### config.mk
export PLATFORM = sky130hd
export DESIGN_NAME = f_pc_sequencer
export DESIGN_NICKNAME = d
export VERILOG_FILES = /design/src/rtl/f_pc_sequencer.sv
export SDC_FILE = /design/constraint.sdc
export NUM_CORES = 1
export LEC_CHECK = 0
export CAP_MARGIN = 10
export CELL_PAD_IN_SITES_DETAIL_PLACEMENT = 1
export CELL_PAD_IN_SITES_GLOBAL_PLACEMENT = 1
export CORE_UTILIZATION = 35
export CTS_CLUSTER_SIZE = 30
export DETAILED_ROUTE_END_ITERATION = 16
export PLACE_DENSITY = 0.82
export SETUP_SLACK_MARGIN = 0.05
export SLEW_MARGIN = 15
export SYNTH_ARGS = -nofsm -noshare
export SYNTH_HDL_FRONTEND = slang
export SYNTH_SLANG_ARGS = --single-unit
### constraint.sdc
create_clock -name clk -period 2.6 [get_ports clk]
set_input_delay 0.39 -clock clk [delete_from_list [all_inputs] [get_ports clk]]
set_output_delay 0.39 -clock clk [all_outputs]
set_load 0.005 [all_outputs]
### src/rtl/f_pc_sequencer.sv
// Fetch-stage PC sequencer: owns F_PC, runs the req/ack instruction fetch and
// holds the fetched word for decode, honouring flushes and delay-slot redirects.
module f_pc_sequencer #(
    parameter logic [31:0] RESET_PC = 32'h0000_3000,
    parameter logic [31:0] EXC_PC   = 32'h0000_4180
) (
    input  logic        clk,
    input  logic        reset,
    input  logic        stall_i,
    input  logic        redir_valid,
    input  logic [31:0] redir_pc,
    input  logic        exc_valid,
    input  logic        eret_valid,
    input  logic [31:0] epc,
    output logic        imem_req,
    output logic [31:0] imem_addr,
    input  logic        imem_ack,
    input  logic [31:0] imem_rdata,
    output logic [31:0] F_PC,
    output logic [31:0] F_instr,
    output logic        F_valid,
    output logic        F_adel
);

    localparam int unsigned XLEN = 32;
    localparam int unsigned SW   = 2;

    localparam logic [SW-1:0] S_BOOT  = 2'd0;
    localparam logic [SW-1:0] S_ISSUE = 2'd1;
    localparam logic [SW-1:0] S_DRAIN = 2'd2;
    localparam logic [SW-1:0] S_VALID = 2'd3;

    logic [SW-1:0]   state, state_nx;
    logic [XLEN-1:0] f_pc_nx, f_instr_nx, pend_pc_nx, pend_pc;
    logic            f_adel_nx, pend_valid, pend_valid_nx;
    logic            flush, misaligned;
    logic [XLEN-1:0] flush_pc;

    assign flush      = exc_valid | eret_valid;
    assign flush_pc   = exc_valid ? EXC_PC : epc;
    assign misaligned = (F_PC[1:0] != 2'b00);

    // A misaligned PC never reaches the memory; it is reported as F_adel instead.
    assign imem_req  = (state == S_ISSUE) && !misaligned;
    assign imem_addr = F_PC;
    assign F_valid   = (state == S_VALID);

    // State register.
    always_ff @(posedge clk or negedge reset) begin
        if (!reset) begin
            state      <= S_BOOT;
            F_PC       <= RESET_PC;
            F_instr    <= '0;
            F_adel     <= 1'b0;
            pend_valid <= 1'b0;
            pend_pc    <= '0;
        end else begin
            state      <= state_nx;
            F_PC       <= f_pc_nx;
            F_instr    <= f_instr_nx;
            F_adel     <= f_adel_nx;
            pend_valid <= pend_valid_nx;
            pend_pc    <= pend_pc_nx;
        end
    end

    // Next-state logic. In DRAIN, pend_pc carries the flush target instead of a redirect.
    always_comb begin
        state_nx      = state;
        f_pc_nx       = F_PC;
        f_instr_nx    = F_instr;
        f_adel_nx     = F_adel;
        pend_valid_nx = pend_valid;
        pend_pc_nx    = pend_pc;

        case (state)
            S_BOOT: begin
                state_nx = S_ISSUE;
                if (flush) begin
                    f_pc_nx       = flush_pc;
                    pend_valid_nx = 1'b0;
                    f_adel_nx     = 1'b0;
                end else if (redir_valid) begin
                    pend_valid_nx = 1'b1;
                    pend_pc_nx    = redir_pc;
                end
            end

            S_ISSUE: begin
                if (flush) begin
                    pend_valid_nx = 1'b0;
                    f_adel_nx     = 1'b0;
                    if (misaligned || imem_ack) begin
                        f_pc_nx = flush_pc;
                    end else begin
                        // Accepted fetch must still complete before refetching.
                        pend_pc_nx = flush_pc;
                        state_nx   = S_DRAIN;
                    end
                end else begin
                    if (redir_valid) begin
                        pend_valid_nx = 1'b1;
                        pend_pc_nx    = redir_pc;
                    end
                    if (misaligned) begin
                        f_instr_nx = '0;
                        f_adel_nx  = 1'b1;
                        state_nx   = S_VALID;
                    end else if (imem_ack) begin
                        f_instr_nx = imem_rdata;
                        f_adel_nx  = 1'b0;
                        state_nx   = S_VALID;
                    end
                end
            end

            S_DRAIN: begin
                if (flush) begin
                    pend_pc_nx    = flush_pc;
                    pend_valid_nx = 1'b0;
                    f_adel_nx     = 1'b0;
                end
                if (imem_ack) begin
                    f_pc_nx  = flush ? flush_pc : pend_pc;
                    state_nx = S_ISSUE;
                end
            end

            S_VALID: begin
                if (flush) begin
                    f_pc_nx       = flush_pc;
                    pend_valid_nx = 1'b0;
                    f_adel_nx     = 1'b0;
                    state_nx      = S_ISSUE;
                end else if (!stall_i) begin
                    // Delay slot is consumed now; the redirect applies to the next fetch.
                    f_pc_nx       = redir_valid ? redir_pc
                                  : (pend_valid ? pend_pc : F_PC + XLEN'(4));
                    pend_valid_nx = 1'b0;
                    state_nx      = S_ISSUE;
                end else if (redir_valid) begin
                    pend_valid_nx = 1'b1;
                    pend_pc_nx    = redir_pc;
                end
            end

            default: state_nx = S_BOOT;
        endcase
    end

endmodule

# Word level (Yosys, flattened, before mapping)
# Index checks and enable logic that the tools add are counted.
# op_classes
n_addsub	1
n_eq_ne	15
mux	38
n_bitwise	2
reduce_logical	13
# ops
operator	count
32-bit two-way mux	18
32-bit one-hot mux with 4 select lines	2
32-bit by 3-bit adder with 32-bit output, second input constant	1
2-bit two-way mux	7
2-bit != test, second input constant	7
1-bit two-way mux	8
2-bit one-hot mux with 4 select lines	1
4-bit AND reduction	2
5-bit AND reduction	1
2-bit == test, second input constant	2
2-bit by 1-bit != test with 1-bit output, second input constant	2
4-bit != test, second input constant	1
2-bit nonzero test	2
3-bit by 2-bit != test with 1-bit output, second input constant	1
3-bit != test, second input constant	1
1-bit one-hot mux with 3 select lines	1
3-bit AND reduction	1
3-bit OR reduction	1
2-bit by 1-bit == test with 1-bit output, second input constant	1
2-bit logical NOT	1
1-bit one-hot mux with 2 select lines	1
2-bit AND reduction	1
2-bit OR reduction	1
1-bit logical AND	1
4 further kinds	4
# totals
regBits	100
output_inout_bits	99
elab_cells	75

# Longest topological paths before layout
# Gate-level depths: netlist of the first run.
# depth
ltp_word	6
ltp_mapped	10
mapped_depth_nobuf	8

# Worst setup path after synthesis of the first run
# No wires, ideal clock.
# synth_path
path_type	flip-flop to flip-flop
start	register state[0]
end	register F_PC[16]
setup_time_ps	126
arrival_ps	1919
required_time_ps	2474
slack_ps	555
stages_incl_launch_ff	10
n_path_buf	2
path_cell_list	dfrtp_1 -> ha_1 -> clkbuf_1 -> nor3b_1 -> a22oi_1 -> nand2_1 -> buf_2 -> a211oi_1 -> a21oi_1 -> o31ai_1
# synth_between
elab_chain_len	3
word_cells_on_any_way	11
classes_between	eq/ne (8); mux (1); reduce/logical (2)
# synth_rtl
item	line	rtl
start: declaration	33	logic [SW-1:0] state, state_nx;
start signal: assignment	58	state <= state_nx;
2-bit == test (*)	n/a	
named net F_valid	21	output logic F_valid,
3-bit by 2-bit != test with 1-bit output (no line)	n/a	
5-bit AND reduction (no line)	n/a	
end signal: assignment	59	F_PC <= f_pc_nx;
end: declaration	19	output logic [31:0] F_PC,
# Mark *: on every way through the listed nets, which the timed path passes. The rest lies on a longest branch.
# A chain may end at the register's enable or synchronous reset.

# Worst setup path after layout of the first run
# layout_path
start	register state[1]
end	output imem_req
# layout_between
elab_chain_len	2
# layout_rtl
item	line	rtl
2-bit by 1-bit == test with 1-bit output	44	assign imem_req = (state == S_ISSUE) && !misaligned;
1-bit logical AND	44	
end: declaration	15	output logic imem_req,
# Every way passes these cells.

==> metrics.txt, run 1 <==
outcome=complete, no violations; die area=around 21000 sq um; Post-synth EDFFs=0; Residual DRC=0; Post-DP HPWL=22600 um; synth warn=0; skew final=0.00921 ns; Post-Route WL=30100 um; GR Layer Usage met1=between 40 and 50%; IR drop worst, VDD=0.383 mV; post-synthesis cell area=7200 sq um; vias in the first global route=8000; min Tclk post-route=2.47 ns; met3 Resource Use GR=a little over 4%; global routing usage on met2=44.8%; Post-Syn Instances=950; CP Launch Type=register; ant diodes=0; Slew @ Worst Pin=0.654 ns; critical path buffer and inverter count=2; H-Tree Depth=3; Yosys cell types=62; final hold vios=0; Achievable Freq=405 MHz; CTS Sinks=100; Setup crit end kind=primary output; Die Ht=~150 um; area leader, netlist=dfrtp_1; vias=8141; Fillers=2474; Root Driver=clkbuf_16; critical path's slowest cell=clkdlybuf4s50_1; CP Max Fanout=10; post-synthesis register bit count=100; first-pass GRT wire length=47000 um; DP Worst Slack=~0.11 ns; clock insertion delay at the later pin of the skew report=0.37 ns; final worst setup slack=0.132 ns; synth top area cells=dfrtp_1, nand2_1, o21ai_0; unrepaired setup endpoints after global routing=false; Crit path max-delay family=buffers and inverters; PortBufs=between 200 and 250; DRT Pass-1 Iters=8; Longest Clk Path Bufs=2; GR peak layer=met2; worst min-delay path class=register to register; Seq/Total Area, Yosys=34.8%; post-route ant nets=0; PD cells=932 nW/um^2; Die Width=approximately 150 um; clk slew on worst S/H paths=0.08 ns; core area=between 20000 and 25000 sq um; initial antenna violation count=0; total track usage=between 20% and 30%; final cell count without fillers=1388; io pins=202; post-synth top area share=between 30% and 40%; CTS tree=done; Site Rows=52; wire per inst=about 22 um; CP Cell Sequence=inv_1 -> ha_1 -> and2_1 -> clkdlybuf4s50_1; final number of setup-violating endpoints=0; Static Leak=3.89 nW; max-cap viol count=0; largest net degree at the start of global routing=65; Initial Util=35.7%; placer congestion estimate=~0.9; Mean Syn Cell Area=7.58 sq um; FFs w/ async S/R, synth=100%; CP max stage delay=0.51 ns; CTS Buf Count=9; Pins Over Slew Limit=0; critical path type=register to primary output; Worst Path Required=2.21 ns; syn nets=about 1100; Most used DFF post-synth=dfrtp_1; Area growth syn-to-layout=35.3%; Detailed Route Iter0 Violations=approximately 1000; register area=2500 sq um; max_slew headroom=56.1%; grt ovf=0; Multi-input gate area=4030 sq um; final net count=1221; setup_tns=0 ns; layout cells sized above 1=10.9%; Data arrival, critical path=2.08 ns; final worst path period share=94.9%; Cells after DPL=1371; vias per cell=5.87
==> power by group <==
part	internal, mW	total (mW)	switching, mW
combinational	2.35	4.83	2.48
sequential	2.11	2.82	0.710
clock	0.689	1.42	0.736
==> what timing repair did <==
item	4_1_cts	5_1_grt
endpoints found under the hold margin	27	0
endpoints found under the setup margin	0	1
resized for setup	0	1
hold buffers	1	0
buffers inserted	0	0
==> sequential cells by signal, summed over array words and instances (netlist names) <==
register and cells:
F_PC 32, F_instr 32, pend_pc 32, state 2, F_adel 1, pend_valid 1
==> path summary, 6_finish.rpt <==
| check | depth (start not counted) | slack, ns | end | start |
|---|---|---|---|---|
| min in group asynchronous | 2 | 0.53 | F_instr[0]$_DFFE_PN0P_ | reset |
| min | 2 | 0.48 | F_instr[13]$_DFFE_PN0P_ | F_instr[13]$_DFFE_PN0P_ |
| min reg2reg | 2 | 0.48 | F_instr[13]$_DFFE_PN0P_ | F_instr[13]$_DFFE_PN0P_ |
| max in group asynchronous | 3 | 1.37 | pend_pc[7]$_DFFE_PN0P_ | reset |
| max | 4 | 0.13 | imem_req | state[1]$_DFFE_PN0P_ |
| max reg2reg | 9 | 0.21 | F_PC[10]$_DFFE_PN0P_ | state[0]$_DFFE_PN0P_ |
==> cells in the mapped netlist, drive strengths merged, types with 4 or more instances <==
master  number
a211oi       9
a21oi      103
a221oi       6
a22o         4
a22oi       31
a31o         4
a31oi       20
and2         5
and3         6
and4         5
buf         58
clkbuf      49
dfrtp       98
ha           5
inv         15
mux2        28
nand2      204
nand2b       6
nand3       12
nand4        8
nor2        62
nor2b        7
nor3         5
o21ai      121
o221ai       5
o22a         7
o22ai        9
o31ai        8
xnor2        7
xor2         4
==> final cells by class <==
cell class | count | area share (%)
Clock buffer | 9 | 2.31
Timing Repair Buffer | 259 | 25.8
Clock inverter | 7 | 0.797
Tap cell | 270 | 3.47
Multi-Input combinational cell | 728 | 41.3
Inverter | 15 | 0.578
Sequential cell | 100 | 25.7
==> cell families after synthesis <==
kind of cell | share of synthesized area [%]
AO/OA/AOI/OAI | 29.1
XOR/XNOR | 1.34
adder cells (fa/ha/maj) | 0.869
buffers and inverters | 9.46
flip-flops | 34.8
multiplexers | 4.80
AND/OR/NAND/NOR | 19.6
==> worst min-delay path: cells and delay by family (launching register included) <==
kind	cells	cell delay (ns)
flip-flops	1	0.34
AO/OA/AOI/OAI	1	0.06
AND/OR/NAND/NOR	1	0.05
==> routing by layer <==
metal | vias up | wire [um]
li1 | 3679 | -
met1 | 4035 | 13400
met2 | 379 | 13800
met3 | 48 | 2290
met4 | 0 | 631
met5 | - | 0
==> through the flow <==
step / area, sq um / hold WS, ns / total power, mW / util, %
finish: 9740 / 0.480 / 9.08 / 48.3
detailed placement: 9420 / 0.362 / 7.61 / 46.7
global route: 9740 / 0.515 / 9.62 / 48.3
CTS: 9740 / 0.486 / 9.04 / 48.3
floorplan: 7200 / 0.0944 / 5.22 / -
global placement: 9420 / 0.366 / 7.40 / 46.7
==> cells in the final DEF, fill, tap and decap left out, drive strengths merged, types with 3 or more instances in the layout <==
cell type	count
nand2	204
clkdlybuf4s50	198
o21ai	121
a21oi	103
dfrtp	98
nor2	62
buf	60
a22oi	31
mux2	28
a31oi	20
inv	19
nand3	12
o22ai	9
a211oi	9
clkbuf	9
nand4	8
o31ai	8
nor2b	7
o22a	7
xnor2	7
nand2b	6
and3	6
a221oi	6
nor3	5
o221ai	5
and4	5
ha	5
and2	5
a22o	4
xor2	4
a31o	4
or2	3
a222oi	3
mux2i	3
o21a	3
o211ai	3
Power figures use the tool's default switching activity.
==> inputs of run 2 (changes only) <==
CTS_CLUSTER_DIAMETER = 50   (was not set)
==> results of run 2 <==
Final layout, timing and power as in run 1 (identical DEF).
